**src/rtl/idex_pipe_reg_if.sv**
```systemverilog
// idex_pipe_reg_if: decode-side inputs and execute-side outputs of the ID/EX register.
// The slave view belongs to the register; the master view belongs to its environment.
interface idex_pipe_reg_if #(
    parameter int DATA_W  = 32,
    parameter int REG_W   = 5,
    parameter int ALUOP_W = 4
);
    logic               id_valid;
    logic [DATA_W-1:0]  id_instr, id_npc, id_rdat1, id_rdat2, id_imm;
    logic [REG_W-1:0]   id_rs, id_rt, id_dst;
    logic               id_regwr, id_dren, id_dwen, id_halt;
    logic [ALUOP_W-1:0] id_aluop;
    logic [1:0]         id_alusrc;
    logic               ex_ready, flush;
    logic               ex_valid;
    logic [DATA_W-1:0]  ex_instr, ex_npc, ex_rdat1, ex_rdat2, ex_imm;
    logic [REG_W-1:0]   ex_rs, ex_rt, ex_dst;
    logic               ex_regwr, ex_dren, ex_dwen, ex_halt;
    logic [ALUOP_W-1:0] ex_aluop;
    logic [1:0]         ex_alusrc;
    logic               id_stall, halted;

    modport slave (
        input  id_valid, id_instr, id_npc, id_rdat1, id_rdat2, id_imm, id_rs, id_rt, id_dst,
               id_regwr, id_dren, id_dwen, id_halt, id_aluop, id_alusrc, ex_ready, flush,
        output ex_valid, ex_instr, ex_npc, ex_rdat1, ex_rdat2, ex_imm, ex_rs, ex_rt, ex_dst,
               ex_regwr, ex_dren, ex_dwen, ex_halt, ex_aluop, ex_alusrc, id_stall, halted
    );

    modport master (
        output id_valid, id_instr, id_npc, id_rdat1, id_rdat2, id_imm, id_rs, id_rt, id_dst,
               id_regwr, id_dren, id_dwen, id_halt, id_aluop, id_alusrc, ex_ready, flush,
        input  ex_valid, ex_instr, ex_npc, ex_rdat1, ex_rdat2, ex_imm, ex_rs, ex_rt, ex_dst,
               ex_regwr, ex_dren, ex_dwen, ex_halt, ex_aluop, ex_alusrc, id_stall, halted
    );
endinterface

```
**src/rtl/idex_pipe_reg.sv**
```systemverilog
// idex_pipe_reg: ID/EX pipeline register with load-use bubble sequencer and halt latch.
// Defining IDEX_PERF_CNT_EN adds saturating perf_bubbles/perf_flushes counters.
module idex_pipe_reg #(
    parameter int DATA_W   = 32,
    parameter int REG_W    = 5,
    parameter int ALUOP_W  = 4,
    parameter int LU_STALL = 1
) (
    input  logic        CLK,
    input  logic        RST,
`ifdef IDEX_PERF_CNT_EN
    output logic [31:0] perf_bubbles,
    output logic [31:0] perf_flushes,
`endif
    idex_pipe_reg_if.slave p
);
    if (LU_STALL < 1 || LU_STALL > 7) begin : g_bad_lu_stall
        $error("LU_STALL must be in 1..7");
    end

    typedef enum logic [1:0] {RUN, STALL, HALT} state_t;

    typedef struct packed {
        logic               valid;
        logic [DATA_W-1:0]  instr, npc, rdat1, rdat2, imm;
        logic [REG_W-1:0]   rs, rt, dst;
        logic               regwr, dren, dwen, halt;
        logic [ALUOP_W-1:0] aluop;
        logic [1:0]         alusrc;
    } ex_t;

    state_t     state_q, state_d;
    logic [2:0] cnt_q, cnt_d;
    ex_t        ex_q, ex_d, id_pkt;
    logic       haz;

    assign id_pkt = '{valid: p.id_valid, instr: p.id_instr, npc: p.id_npc, rdat1: p.id_rdat1,
                      rdat2: p.id_rdat2, imm: p.id_imm, rs: p.id_rs, rt: p.id_rt, dst: p.id_dst,
                      regwr: p.id_regwr, dren: p.id_dren, dwen: p.id_dwen, halt: p.id_halt,
                      aluop: p.id_aluop, alusrc: p.id_alusrc};

    assign haz = p.id_valid & ex_q.valid & ex_q.dren & (ex_q.dst != '0) &
                 ((ex_q.dst == p.id_rs) | (ex_q.dst == p.id_rt));

    // A bubble is an all-zero slot, so it can never itself raise a hazard.
    always_comb begin
        ex_d    = ex_q;
        state_d = state_q;
        cnt_d   = cnt_q;
        if (p.ex_ready) begin
            case (state_q)
                RUN: begin
                    if (p.flush) begin
                        ex_d = '0;
                    end else if (haz) begin
                        ex_d    = '0;
                        cnt_d   = 3'(LU_STALL - 1);
                        state_d = (LU_STALL > 1) ? STALL : RUN;
                    end else begin
                        ex_d    = id_pkt;
                        state_d = (p.id_valid & p.id_halt) ? HALT : RUN;
                    end
                end
                STALL: begin
                    ex_d    = '0;
                    cnt_d   = p.flush ? 3'd0 : cnt_q - 3'd1;
                    state_d = (p.flush || cnt_q <= 3'd1) ? RUN : STALL;
                end
                default: ;
            endcase
        end
    end

    always_ff @(posedge CLK or posedge RST) begin
        if (RST) begin
            state_q <= RUN;
            cnt_q   <= '0;
            ex_q    <= '0;
        end else begin
            state_q <= state_d;
            cnt_q   <= cnt_d;
            ex_q    <= ex_d;
        end
    end

    assign p.id_stall  = ~p.ex_ready | (state_q != RUN) | (haz & ~p.flush);
    assign p.halted    = (state_q == HALT);
    assign p.ex_valid  = ex_q.valid;
    assign p.ex_instr  = ex_q.instr;
    assign p.ex_npc    = ex_q.npc;
    assign p.ex_rdat1  = ex_q.rdat1;
    assign p.ex_rdat2  = ex_q.rdat2;
    assign p.ex_imm    = ex_q.imm;
    assign p.ex_rs     = ex_q.rs;
    assign p.ex_rt     = ex_q.rt;
    assign p.ex_dst    = ex_q.dst;
    assign p.ex_regwr  = ex_q.regwr;
    assign p.ex_dren   = ex_q.dren;
    assign p.ex_dwen   = ex_q.dwen;
    assign p.ex_halt   = ex_q.halt;
    assign p.ex_aluop  = ex_q.aluop;
    assign p.ex_alusrc = ex_q.alusrc;

`ifdef IDEX_PERF_CNT_EN
    logic [31:0] perf_bubbles_q, perf_bubbles_d, perf_flushes_q, perf_flushes_d;
    logic        hz_bub, fl_bub;

    assign hz_bub = p.ex_ready & ~p.flush & ((state_q == RUN & haz) | (state_q == STALL));
    assign fl_bub = p.ex_ready & p.flush & (state_q != HALT);

    always_comb begin
        perf_bubbles_d = (hz_bub && perf_bubbles_q != '1) ? perf_bubbles_q + 32'd1 : perf_bubbles_q;
        perf_flushes_d = (fl_bub && perf_flushes_q != '1) ? perf_flushes_q + 32'd1 : perf_flushes_q;
    end

    always_ff @(posedge CLK or posedge RST) begin
        if (RST) begin
            perf_bubbles_q <= '0;
            perf_flushes_q <= '0;
        end else begin
            perf_bubbles_q <= perf_bubbles_d;
            perf_flushes_q <= perf_flushes_d;
        end
    end

    assign perf_bubbles = perf_bubbles_q;
    assign perf_flushes = perf_flushes_q;
`endif
endmodule

```
**src/flat_wrapper.sv**
```systemverilog
// flat-port wrapper written by rule: the top's interface ports become plain ports
module idex_pipe_reg_flat 
#(
    parameter int DATA_W   = 32,
    parameter int REG_W    = 5,
    parameter int ALUOP_W  = 4,
    parameter int LU_STALL = 1
)
  (CLK, RST, p_id_valid, p_id_instr, p_id_npc, p_id_rdat1, p_id_rdat2, p_id_imm, p_id_rs, p_id_rt, p_id_dst, p_id_regwr, p_id_dren, p_id_dwen, p_id_halt, p_id_aluop, p_id_alusrc, p_ex_ready, p_flush, p_ex_valid, p_ex_instr, p_ex_npc, p_ex_rdat1, p_ex_rdat2, p_ex_imm, p_ex_rs, p_ex_rt, p_ex_dst, p_ex_regwr, p_ex_dren, p_ex_dwen, p_ex_halt, p_ex_aluop, p_ex_alusrc, p_id_stall, p_halted);
  idex_pipe_reg_if #(.DATA_W(DATA_W), .REG_W(REG_W), .ALUOP_W(ALUOP_W)) p_i ();
  input  logic CLK;
  input  logic RST;
  input wire logic [$bits(p_i.id_valid)-1:0] p_id_valid;
  input wire logic [$bits(p_i.id_instr)-1:0] p_id_instr;
  input wire logic [$bits(p_i.id_npc)-1:0] p_id_npc;
  input wire logic [$bits(p_i.id_rdat1)-1:0] p_id_rdat1;
  input wire logic [$bits(p_i.id_rdat2)-1:0] p_id_rdat2;
  input wire logic [$bits(p_i.id_imm)-1:0] p_id_imm;
  input wire logic [$bits(p_i.id_rs)-1:0] p_id_rs;
  input wire logic [$bits(p_i.id_rt)-1:0] p_id_rt;
  input wire logic [$bits(p_i.id_dst)-1:0] p_id_dst;
  input wire logic [$bits(p_i.id_regwr)-1:0] p_id_regwr;
  input wire logic [$bits(p_i.id_dren)-1:0] p_id_dren;
  input wire logic [$bits(p_i.id_dwen)-1:0] p_id_dwen;
  input wire logic [$bits(p_i.id_halt)-1:0] p_id_halt;
  input wire logic [$bits(p_i.id_aluop)-1:0] p_id_aluop;
  input wire logic [$bits(p_i.id_alusrc)-1:0] p_id_alusrc;
  input wire logic [$bits(p_i.ex_ready)-1:0] p_ex_ready;
  input wire logic [$bits(p_i.flush)-1:0] p_flush;
  output wire logic [$bits(p_i.ex_valid)-1:0] p_ex_valid;
  output wire logic [$bits(p_i.ex_instr)-1:0] p_ex_instr;
  output wire logic [$bits(p_i.ex_npc)-1:0] p_ex_npc;
  output wire logic [$bits(p_i.ex_rdat1)-1:0] p_ex_rdat1;
  output wire logic [$bits(p_i.ex_rdat2)-1:0] p_ex_rdat2;
  output wire logic [$bits(p_i.ex_imm)-1:0] p_ex_imm;
  output wire logic [$bits(p_i.ex_rs)-1:0] p_ex_rs;
  output wire logic [$bits(p_i.ex_rt)-1:0] p_ex_rt;
  output wire logic [$bits(p_i.ex_dst)-1:0] p_ex_dst;
  output wire logic [$bits(p_i.ex_regwr)-1:0] p_ex_regwr;
  output wire logic [$bits(p_i.ex_dren)-1:0] p_ex_dren;
  output wire logic [$bits(p_i.ex_dwen)-1:0] p_ex_dwen;
  output wire logic [$bits(p_i.ex_halt)-1:0] p_ex_halt;
  output wire logic [$bits(p_i.ex_aluop)-1:0] p_ex_aluop;
  output wire logic [$bits(p_i.ex_alusrc)-1:0] p_ex_alusrc;
  output wire logic [$bits(p_i.id_stall)-1:0] p_id_stall;
  output wire logic [$bits(p_i.halted)-1:0] p_halted;
  assign p_i.id_valid = p_id_valid;
  assign p_i.id_instr = p_id_instr;
  assign p_i.id_npc = p_id_npc;
  assign p_i.id_rdat1 = p_id_rdat1;
  assign p_i.id_rdat2 = p_id_rdat2;
  assign p_i.id_imm = p_id_imm;
  assign p_i.id_rs = p_id_rs;
  assign p_i.id_rt = p_id_rt;
  assign p_i.id_dst = p_id_dst;
  assign p_i.id_regwr = p_id_regwr;
  assign p_i.id_dren = p_id_dren;
  assign p_i.id_dwen = p_id_dwen;
  assign p_i.id_halt = p_id_halt;
  assign p_i.id_aluop = p_id_aluop;
  assign p_i.id_alusrc = p_id_alusrc;
  assign p_i.ex_ready = p_ex_ready;
  assign p_i.flush = p_flush;
  assign p_ex_valid = p_i.ex_valid;
  assign p_ex_instr = p_i.ex_instr;
  assign p_ex_npc = p_i.ex_npc;
  assign p_ex_rdat1 = p_i.ex_rdat1;
  assign p_ex_rdat2 = p_i.ex_rdat2;
  assign p_ex_imm = p_i.ex_imm;
  assign p_ex_rs = p_i.ex_rs;
  assign p_ex_rt = p_i.ex_rt;
  assign p_ex_dst = p_i.ex_dst;
  assign p_ex_regwr = p_i.ex_regwr;
  assign p_ex_dren = p_i.ex_dren;
  assign p_ex_dwen = p_i.ex_dwen;
  assign p_ex_halt = p_i.ex_halt;
  assign p_ex_aluop = p_i.ex_aluop;
  assign p_ex_alusrc = p_i.ex_alusrc;
  assign p_id_stall = p_i.id_stall;
  assign p_halted = p_i.halted;
  idex_pipe_reg #(.DATA_W(DATA_W), .REG_W(REG_W), .ALUOP_W(ALUOP_W), .LU_STALL(LU_STALL)) u_core (.CLK(CLK), .RST(RST), .p(p_i));
endmodule
```
**config.mk**
```make
export PLATFORM = sky130hd
export DESIGN_NAME = idex_pipe_reg_flat
export DESIGN_NICKNAME = d
export VERILOG_FILES = /design/src/rtl/idex_pipe_reg_if.sv /design/src/rtl/idex_pipe_reg.sv /design/src/flat_wrapper.sv
export SDC_FILE = /design/constraint.sdc
export NUM_CORES = 1
export LEC_CHECK = 0
export BUFFER_PORTS_ARGS = -buffer_cell sky130_fd_sc_hd__buf_2
export CORE_AREA = 4 4 145 147
export CTS_CLUSTER_DIAMETER = 30
export DETAILED_ROUTE_END_ITERATION = 8
export DIE_AREA = 0 0 149 151
export PLACE_DENSITY = 0.71
export SYNTH_ARGS = -nofsm -noshare
export SYNTH_HDL_FRONTEND = slang
export SYNTH_SLANG_ARGS = --single-unit
```
**constraint.sdc**
```tcl
create_clock -name CLK -period 14.25 [get_ports CLK]
set_input_delay 2.85 -clock CLK [delete_from_list [all_inputs] [get_ports CLK]]
set_output_delay 2.85 -clock CLK [all_outputs]
set_load 0.1 [all_outputs]
```
==> results.json, run 1 <==
{
  "synth_nets": 660,
  "netlist_area_um2": 6920,
  "grt_antenna_before_repair": 0,
  "via_count_of_the_first_global_routing_pass": 5421,
  "htree_levels": 4,
  "insertedDiodeCount": 0,
  "wl_mm": 19.9,
  "yosysTopAreaCell": "dfrtp_1",
  "hpwl_after_dpl_mm": 14.0,
  "final.setup.tns_ps": 0,
  "floorplan.die.width_um": 149,
  "design.final.nets": 1019,
  "post_route_cells_drive_above_1_share": 0.500,
  "initial_utilization": 0.347,
  "wire_per_inst_um": 17.9,
  "regToRegStartpoint": "u_core.state_q[1]$_DFFE_PP0P_",
  "synth_top_area_share": 0.691,
  "wire_length_of_the_first_global_routing_pass_mm": 30.2,
  "detail_route.drc_violations": 0,
  "worst_r2r_endpoint": "u_core.p.ex_rdat1[20]$_DFFE_PP0P_",
  "ff2ff_setup_slack_ps": 10980,
  "post_cts_resize_count": 0,
  "layout_overhead_on_the_synthesized_area_pct": 38.9,
  "cp_common_cell": "buf_2",
  "critical_path_depth": 6,
  "outcome": "finished clean",
  "cts.path.max_buffers": 2,
  "ioPinCount": 378,
  "port-buffer-count": 377,
  "stdcell_count": 1110,
  "drt-initial-drc-count": 253,
  "number_of_placement_rows": 52,
  "clock_insertion_delay_worst_skew_ps": 420,
  "cpPeakStageDelay_ps": 730,
  "placed_cells_incl_taps": 1078,
  "worst_slew_margin_rel": 0.302,
  "synth.area.top_cells": "dfrtp_1 69%, a22o_1 24%, clkbuf_1 1.5%",
  "holdCritPathClass": "flop to flop",
  "worstSetupStartpointType": "primary input",
  "finalHoldViolCount": 0,
  "critPathArrivalTime_ps": 4350,
  "setup_slack_after_layout_ps": 7050,
  "cts-hold-fix-buffers": 0,
  "crit_path_end_kind": "output pin",
  "grt_max_degree": 113,
  "cts-root-buf": "clkbuf_16",
  "core_region_area_um2": 19900,
  "critical_path.top_delay_family": "buffers and inverters",
  "route.antenna.remaining_nets": 0,
  "path_clk_slew_ps": 70,
  "vias_per_cell": 4.91,
  "dpl_worst_slack_ps": 7010,
  "fin_worst_hold_slack_ps": 497,
  "report.final.slew_viol_count": 0,
  "crit_path_top_delay_cell": "buf_4",
  "avgSynthCellArea_um2": 14.8,
  "worst-path-max-fanout": 94,
  "gp_routability_congestion": 0.799,
  "die_extent_in_y_um": 151,
  "grt_setup_unrepaired": "no",
  "cts.sink_count": 191,
  "synth.yosys.seq_area_share": 0.691,
  "worst-r2r-cell-count": 6,
  "crit_chain": "buf_2, nand2b_4, buf_4, nor2_1, nand2_1, buf_2",
  "detailroute.via_count": 5445,
  "post-cts-setup-buffers": 0,
  "firstDrtPassIters": 4,
  "finalSetupViolations": 0,
  "period_needed_ps": 7200,
  "numCtsBuffers": 17,
  "tritoncts_clock_tree": "done",
  "globalRoute.totalOverflow": 0,
  "cp_num_buf_inv": 3,
  "tightestPinTransition_ps": 1050,
  "timing.final.crit_share": 0.505,
  "maxCapViolations": 0,
  "synth.yosys.warnings": 0,
  "grt_usage": 0.169,
  "fp.dieArea_um2": 22500,
  "worst-endpoint-required_ps": 11400,
  "netlist_instances": 468,
  "synth.lib_cells_used.distinct": 22,
  "max_freq_mhz": 139,
  "timing.critical_path.from": "p_ex_ready",
  "synth_seq_cells": 191,
  "worst-setup-path-type": "primary input to output pin",
  "critical_path.endpoint": "p_id_stall",
  "timing.clock.skew_ps": 11.2
}
==> routing by layer <==
metal | up-vias | routed length [um] | part of all wire | global-route usage
li1 | 2509 | - | - | -
met1 | 2666 | 8590 | 0.43 | 0.228
met2 | 246 | 9540 | 0.48 | 0.272
met3 | 24 | 1430 | 0.072 | 0.0455
met4 | 0 | 331 | 0.017 | 0.0458
met5 | - | 0 | 0 | 0
==> area by class of cell <==
class	instances	area, um2
clock inverter	12	120
fill	1819	10300
timing repair buffer	382	1920
multi-input combinational	230	1950
tap	270	338
inverter	5	26.3
clock buffer	20	467
sequential	191	4780
==> cell families (layout without fill, tap and decap cells) <==
logic type      Yosys count  after routing  share of synthesized area
compound gates          198            198                      0.251
buf+inv                  47            419                     0.0282
flops                   191            191                      0.691
xor+xnor                 10             10                     0.0127
fa+ha+maj                 2              2                    0.00362
simple gates             20             20                     0.0136
==> worst min-delay path by stage <==
| stage | cells past startpoint | slack [ps] | to | startpoint |
|---|---|---|---|---|
| 6_report | 1 | 500 | u_core.state_q[1]$_DFFE_PP0P_ | u_core.state_q[1]$_DFFE_PP0P_ |
| 5_1_grt | 1 | 510 | u_core.p.ex_rdat1[11]$_DFFE_PP0P_ | u_core.p.ex_rdat1[11]$_DFFE_PP0P_ |
| 4_1_cts | 1 | 500 | u_core.state_q[1]$_DFFE_PP0P_ | u_core.state_q[1]$_DFFE_PP0P_ |
| 3_5_place_dp | 1 | 480 | u_core.state_q[1]$_DFFE_PP0P_ | u_core.state_q[1]$_DFFE_PP0P_ |
| 3_3_place_gp | 1 | 480 | u_core.p.ex_imm[1]$_DFFE_PP0P_ | u_core.p.ex_imm[1]$_DFFE_PP0P_ |
| 2_1_floorplan | 1 | 450 | u_core.state_q[1]$_DFFE_PP0P_ | u_core.state_q[1]$_DFFE_PP0P_ |
==> sequential cells by signal, summed over array words and instances (netlist names), 2 cells and up <==
signal / cells
u_core.cnt_q: 3
u_core.p.ex_aluop: 4
u_core.p.ex_alusrc: 2
u_core.p.ex_dst: 5
u_core.p.ex_imm: 32
u_core.p.ex_instr: 32
u_core.p.ex_npc: 32
u_core.p.ex_rdat1: 32
u_core.p.ex_rdat2: 32
u_core.p.ex_rs: 5
u_core.p.ex_rt: 5
u_core.state_q: 2
==> cells in the final DEF (no fill, tap or decap), types with 3 or more instances in the layout <==
cell and n:
xnor2_1 10, a31o_2 3, nor2_1 5, a22o_1 186, nor3_1 3, dfrtp_1 191, nand3_1 3, clkbuf_8 3
inv_8 4, clkbuf_16 17, clkinv_4 6, inv_1 4, nand2_1 5, buf_2 377, a21oi_1 3, buf_4 5
==> synthesized netlist by cell type <==
cell and instances:
clkbuf_1 27, inv_1 5, o21a_1 1, nand2b_1 2
nor2b_1 1, a221o_1 1, o21ai_0 1, buf_2 15
nand3b_1 1, nand2_1 5, xnor2_1 10, nand3_1 3
nor2_1 5, a22o_1 186, ha_1 2, o22ai_1 1
a21oi_1 3, nor3_1 3, o31ai_1 1, a31o_2 3
dfrtp_1 191, a2111oi_4 1
==> metrics by stage <==
stage,util,cell area (um2)
3_3_place_gp,0.453,9020
5_1_grt,0.482,9600
2_1_floorplan,-,6920
4_1_cts,0.482,9600
6_report,0.482,9600
3_5_place_dp,0.453,9020
Power of run 1 is not shown: default switching activity piles up to over one toggle a cycle in this logic, so the estimate is an artifact.
==> inputs of run 2 (changes only) <==
Settings changed: PLACE_DENSITY 0.71 to 0.74.
Clock period 14.25 ns to 6.2 ns, I/O delays scaled along.
==> run 2 against run 1 <==
Against the previous run:
- register-to-register slack got worse by 7700 ps
- non-clock buffer count unchanged
- flip-flop and latch count unchanged
- critical path depth increased by 1
- hold slack lost 4.1 ps
- final cell count is the same
- first-iteration DRC count decreased by 9.5%
==> results.json, run 2 (synthesis gave the netlist of run 1 again) <==
{
  "regToRegStartpoint": "u_core.state_q[1]$_DFFE_PP0P_",
  "worstSetupStartpointType": "primary input",
  "worst-endpoint-required_ps": 4960,
  "detailroute.via_count": 5472,
  "worst_r2r_endpoint": "u_core.cnt_q[2]$_DFFE_PP0P_",
  "gp_routability_congestion": 0.764,
  "multi_input_comb_area_um2": 1950,
  "route.antenna.remaining_nets": 0,
  "clock_insertion_delay_worst_skew_ps": 410,
  "numCtsBuffers": 17,
  "hpwl_after_dpl_mm": 13.6,
  "fp.dieArea_um2": 22500,
  "cts.path.max_buffers": 2,
  "hold-path-endpoint": "u_core.state_q[1]$_DFFE_PP0P_",
  "globalRoute.totalOverflow": 0,
  "tritoncts_clock_tree": "done",
  "holdCritPathClass": "flop to flop",
  "register_area_um2": 4780,
  "wire_length_of_the_first_global_routing_pass_mm": 29.8,
  "worstHoldStart": "u_core.state_q[1]$_DFFE_PP0P_",
  "cts.sink_count": 191,
  "worst-setup-path-type": "primary input to output pin",
  "final_cell_mix": "377 x buf_2, 191 x dfrtp_1, 186 x a22o_1, 17 x clkbuf_16, 10 x xnor2_1",
  "post_cts_resize_count": 0,
  "fill_cells": 1800,
  "cts-hold-fix-buffers": 0,
  "period_needed_ps": 3970,
  "maxCapViolations": 0,
  "floorplan.die.width_um": 149,
  "number_of_placement_rows": 52,
  "worst-path-max-fanout": 4,
  "via_count_of_the_first_global_routing_pass": 5450,
  "design.final.nets": 1019,
  "worst-r2r-cell-count": 7,
  "tightestPinTransition_ps": 1040,
  "outcome": "finished clean",
  "critPathArrivalTime_ps": 2730,
  "die_extent_in_y_um": 151,
  "report.final.slew_viol_count": 0,
  "cp_num_buf_inv": 2,
  "layout_commonest_cell": "buf_2",
  "core_region_area_um2": 19900,
  "insertedDiodeCount": 0,
  "vias_per_cell": 4.93,
  "post_route_cells_drive_above_1_share": 0.499,
  "finalHoldViolCount": 0,
  "htree_levels": 4,
  "final.setup.tns_ps": 0,
  "detail_route.drc_violations": 0,
  "critical_path.top_delay_family": "buffers and inverters",
  "worst_slew_margin_rel": 0.305,
  "wl_mm": 19.5,
  "cpPeakStageDelay_ps": 430,
  "design_area_um2": 9620,
  "cp_common_cell": "buf_2",
  "firstDrtPassIters": 4,
  "detailed_place.area_um2": 9040,
  "grt_setup_unrepaired": "no",
  "ioPinCount": 378,
  "post-cts-setup-buffers": 0,
  "crit_chain": "buf_2, xnor2_1, nand3_1, o22ai_1, nand3b_1, nand2_1, buf_2",
  "crit_path_top_delay_cell": "buf_2",
  "wire_per_inst_um": 17.6,
  "max_freq_mhz": 252,
  "initial_utilization": 0.347,
  "grt_usage": 0.165,
  "layout_overhead_on_the_synthesized_area_pct": 39.1,
  "timing.final.crit_share": 0.640,
  "cts-root-buf": "clkbuf_16",
  "ff2ff_setup_slack_ps": 3280,
  "path_clk_slew_ps": 70,
  "drt-initial-drc-count": 229,
  "port-buffer-count": 377,
  "grt_max_degree": 188,
  "crit_path_end_kind": "output pin",
  "grt_antenna_before_repair": 0,
  "holdPathStages": 1,
  "finalSetupViolations": 0,
  "timing.clock.skew_ps": 12.0
}
==> run 2: through the flow <==
stage | cells | worst slack [ps] | hold slack (ps) | utilization
3_5_place_dp | 1078 | 2190 | 480 | 0.454
3_3_place_gp | 1078 | 2210 | 477 | 0.454
6_report | 1110 | 2230 | 493 | 0.483
4_1_cts | 1110 | 2190 | 496 | 0.483
5_1_grt | 1110 | 2070 | 512 | 0.483
2_1_floorplan | 468 | 2150 | 447 | -
==> run 2: routing by layer <==
layer,vias to the layer above,share of wire,track usage
met4,0,0.010,0.0389
met3,11,0.073,0.0452
met2,235,0.49,0.266
met1,2710,0.43,0.224
li1,2516,-,-
met5,-,0,0
==> run 2: how the worst max path moves through the flow <==
stage	from	to	slack (ps)	cells past startpoint
after floorplan	p_ex_ready	p_id_stall	2150	6
after global placement	p_id_rs[0]	p_id_stall	2210	7
after detailed placement	p_id_rs[2]	p_id_stall	2190	7
after CTS	p_id_rs[2]	p_id_stall	2190	7
after global routing	p_id_rs[2]	p_id_stall	2070	7
final	p_id_rs[2]	p_id_stall	2230	7
==> run 2: final cells by class <==
| type | instances | share of cell area |
|---|---|---|
| clock buffer | 19 | 0.0460 |
| sequential | 191 | 0.497 |
| multi-input combinational | 230 | 0.202 |
| tap | 270 | 0.0351 |
| timing repair buffer | 382 | 0.203 |
| inverter | 5 | 0.00234 |
| clock inverter | 13 | 0.0147 |
Power of run 2 is left out for the same reason.
==> inputs of run 3 (changes only) <==
Clock period 6.2 ns to 3.55 ns, I/O delays scaled along.
==> run 3 against run 2 <==
Against the previous run:
- register-to-register slack worse by 1900 ps
- clock skew is 2.0 ps higher
- count of clock-buffer cells in the layout down 1
- final area rose by 0.75%
- wire length is 0.35% higher
- non-clock buffer count rose by 9
- largest cell class unchanged
- highest routed layer unchanged
==> results.json, run 3 (synthesis gave the netlist of run 1 again) <==
{
  "finalSetupViolations": 0,
  "timing.clock.skew_ps": 14.0,
  "wire_length_of_the_first_global_routing_pass_mm": 29.5,
  "final.setup.tns_ps": 0,
  "setup_slack_after_layout_ps": 524,
  "critPathArrivalTime_ps": 2320,
  "outcome": "finished clean",
  "finalCoreUtilization": 0.487,
  "gp_routability_congestion": 0.801,
  "report.final.slew_viol_count": 0,
  "grt_antenna_before_repair": 1,
  "port-buffer-count": 377,
  "timing.final.crit_share": 0.853,
  "holdCritPathClass": "primary input to async pin",
  "grt_setup_unrepaired": "no",
  "hpwl_after_dpl_mm": 14.2,
  "met3_usage": 0.0404,
  "crit_chain": "xnor2_1, nand3_1, o22ai_1, nand3b_1, nand2_1, buf_2",
  "drt-initial-drc-count": 235,
  "floorplan.die.width_um": 149,
  "die_extent_in_y_um": 151,
  "cts.path.max_buffers": 2,
  "maxCapViolations": 0,
  "worst-endpoint-required_ps": 2840,
  "detail_route.drc_violations": 0,
  "fp.dieArea_um2": 22500,
  "worstSetupStartpointType": "flop",
  "worst_slew_margin_rel": 0.387,
  "final_cell_mix": "377 x buf_2, 191 x dfrtp_1, 186 x a22o_1, 17 x clkbuf_16",
  "design.final.nets": 1028,
  "crit_path_top_delay_cell": "dfrtp_1",
  "cts.sink_count": 191,
  "cts-root-buf": "clkbuf_16",
  "layout_overhead_on_the_synthesized_area_pct": 40.2,
  "initial_utilization": 0.347,
  "tritoncts_clock_tree": "done",
  "period_needed_ps": 3030,
  "detailroute.via_count": 5453,
  "cpPeakStageDelay_ps": 470,
  "grt_util_met1": 0.215,
  "vias_per_cell": 4.87,
  "layout_commonest_cell": "buf_2",
  "worst-path-max-fanout": 5,
  "htree_levels": 4,
  "globalRoute.totalOverflow": 0,
  "grt.busiest_layer": "met2",
  "post-cts-setup-buffers": 0,
  "cts-hold-fix-buffers": 0,
  "tightestPinTransition_ps": 918,
  "post_route_cells_drive_above_1_share": 0.505,
  "dpl_worst_slack_ps": 636,
  "core_region_area_um2": 19900,
  "grt_max_degree": 98,
  "wl_mm": 19.6,
  "finalHoldViolCount": 0,
  "cp_num_buf_inv": 1,
  "via_count_of_the_first_global_routing_pass": 5482,
  "grt_util_met2": 0.271,
  "route.antenna.remaining_nets": 0,
  "post_cts_resize_count": 0,
  "wire_per_inst_um": 17.5,
  "worst-setup-path-type": "flop to output pin",
  "grt_usage": 0.165,
  "firstDrtPassIters": 4,
  "crit_path_end_kind": "output pin",
  "clock_insertion_delay_worst_skew_ps": 420,
  "ioPinCount": 378,
  "critical_path.top_delay_family": "flip-flops",
  "number_of_placement_rows": 52,
  "max_freq_mhz": 330,
  "path_clk_slew_ps": 70,
  "numCtsBuffers": 17
}
run 3: metrics by stage:
step | hold WS, ps | instance area, um2 | std cells
2_1_floorplan | 447 | 6920 | 468
3_3_place_gp | 483 | 9130 | 1087
3_5_place_dp | 476 | 9130 | 1087
4_1_cts | 479 | 9690 | 1118
5_1_grt | 477 | 9690 | 1119
6_report | 479 | 9690 | 1119
run 3: final timing paths:
kind,start,end,slack [ps],cells after the start
min in group CLK,u_core.state_q[1]$_DFFE_PP0P_,u_core.state_q[1]$_DFFE_PP0P_,490,1
hold reg to reg,u_core.state_q[1]$_DFFE_PP0P_,u_core.state_q[1]$_DFFE_PP0P_,490,1
max in group asynchronous,RST,u_core.p.ex_rs[4]$_DFFE_PP0P_,2290,3
hold / removal,RST,u_core.p.ex_rdat2[9]$_DFFE_PP0P_,480,2
setup / recovery,u_core.p.ex_dst[2]$_DFFE_PP0P_,p_id_stall,520,6
setup reg to reg,u_core.state_q[1]$_DFFE_PP0P_,u_core.cnt_q[2]$_DFFE_PP0P_,1370,6
run 3: worst reg2reg max path, delay by kind of cell, from the launching register on:
family | cells | cell delay (ps)
and+or+nand+nor | 2 | 560
buffers and inverters | 1 | 710
DFF | 1 | 360
AOI/OAI and AO/OA | 3 | 440
run 3: layout make-up:
| class | count | area, um2 |
|---|---|---|
| fillers | 1803 | 10200 |
| repair buffers | 391 | 2040 |
| well taps | 270 | 338 |
| clock inverters | 13 | 123 |
| flip-flops and latches | 191 | 4780 |
| clock buffers | 18 | 439 |
| inverters | 5 | 22.5 |
| multi-input cells | 230 | 1950 |
| diodes | 1 | 2.50 |
run 3: layer usage:
| layer | vias up | wire length, um |
|---|---|---|
| met4 | 0 | 266 |
| met3 | 18 | 1400 |
| li1 | 2525 | - |
| met5 | - | 0 |
| met2 | 239 | 9660 |
| met1 | 2671 | 8280 |
Power of run 3 is left out for the same reason.
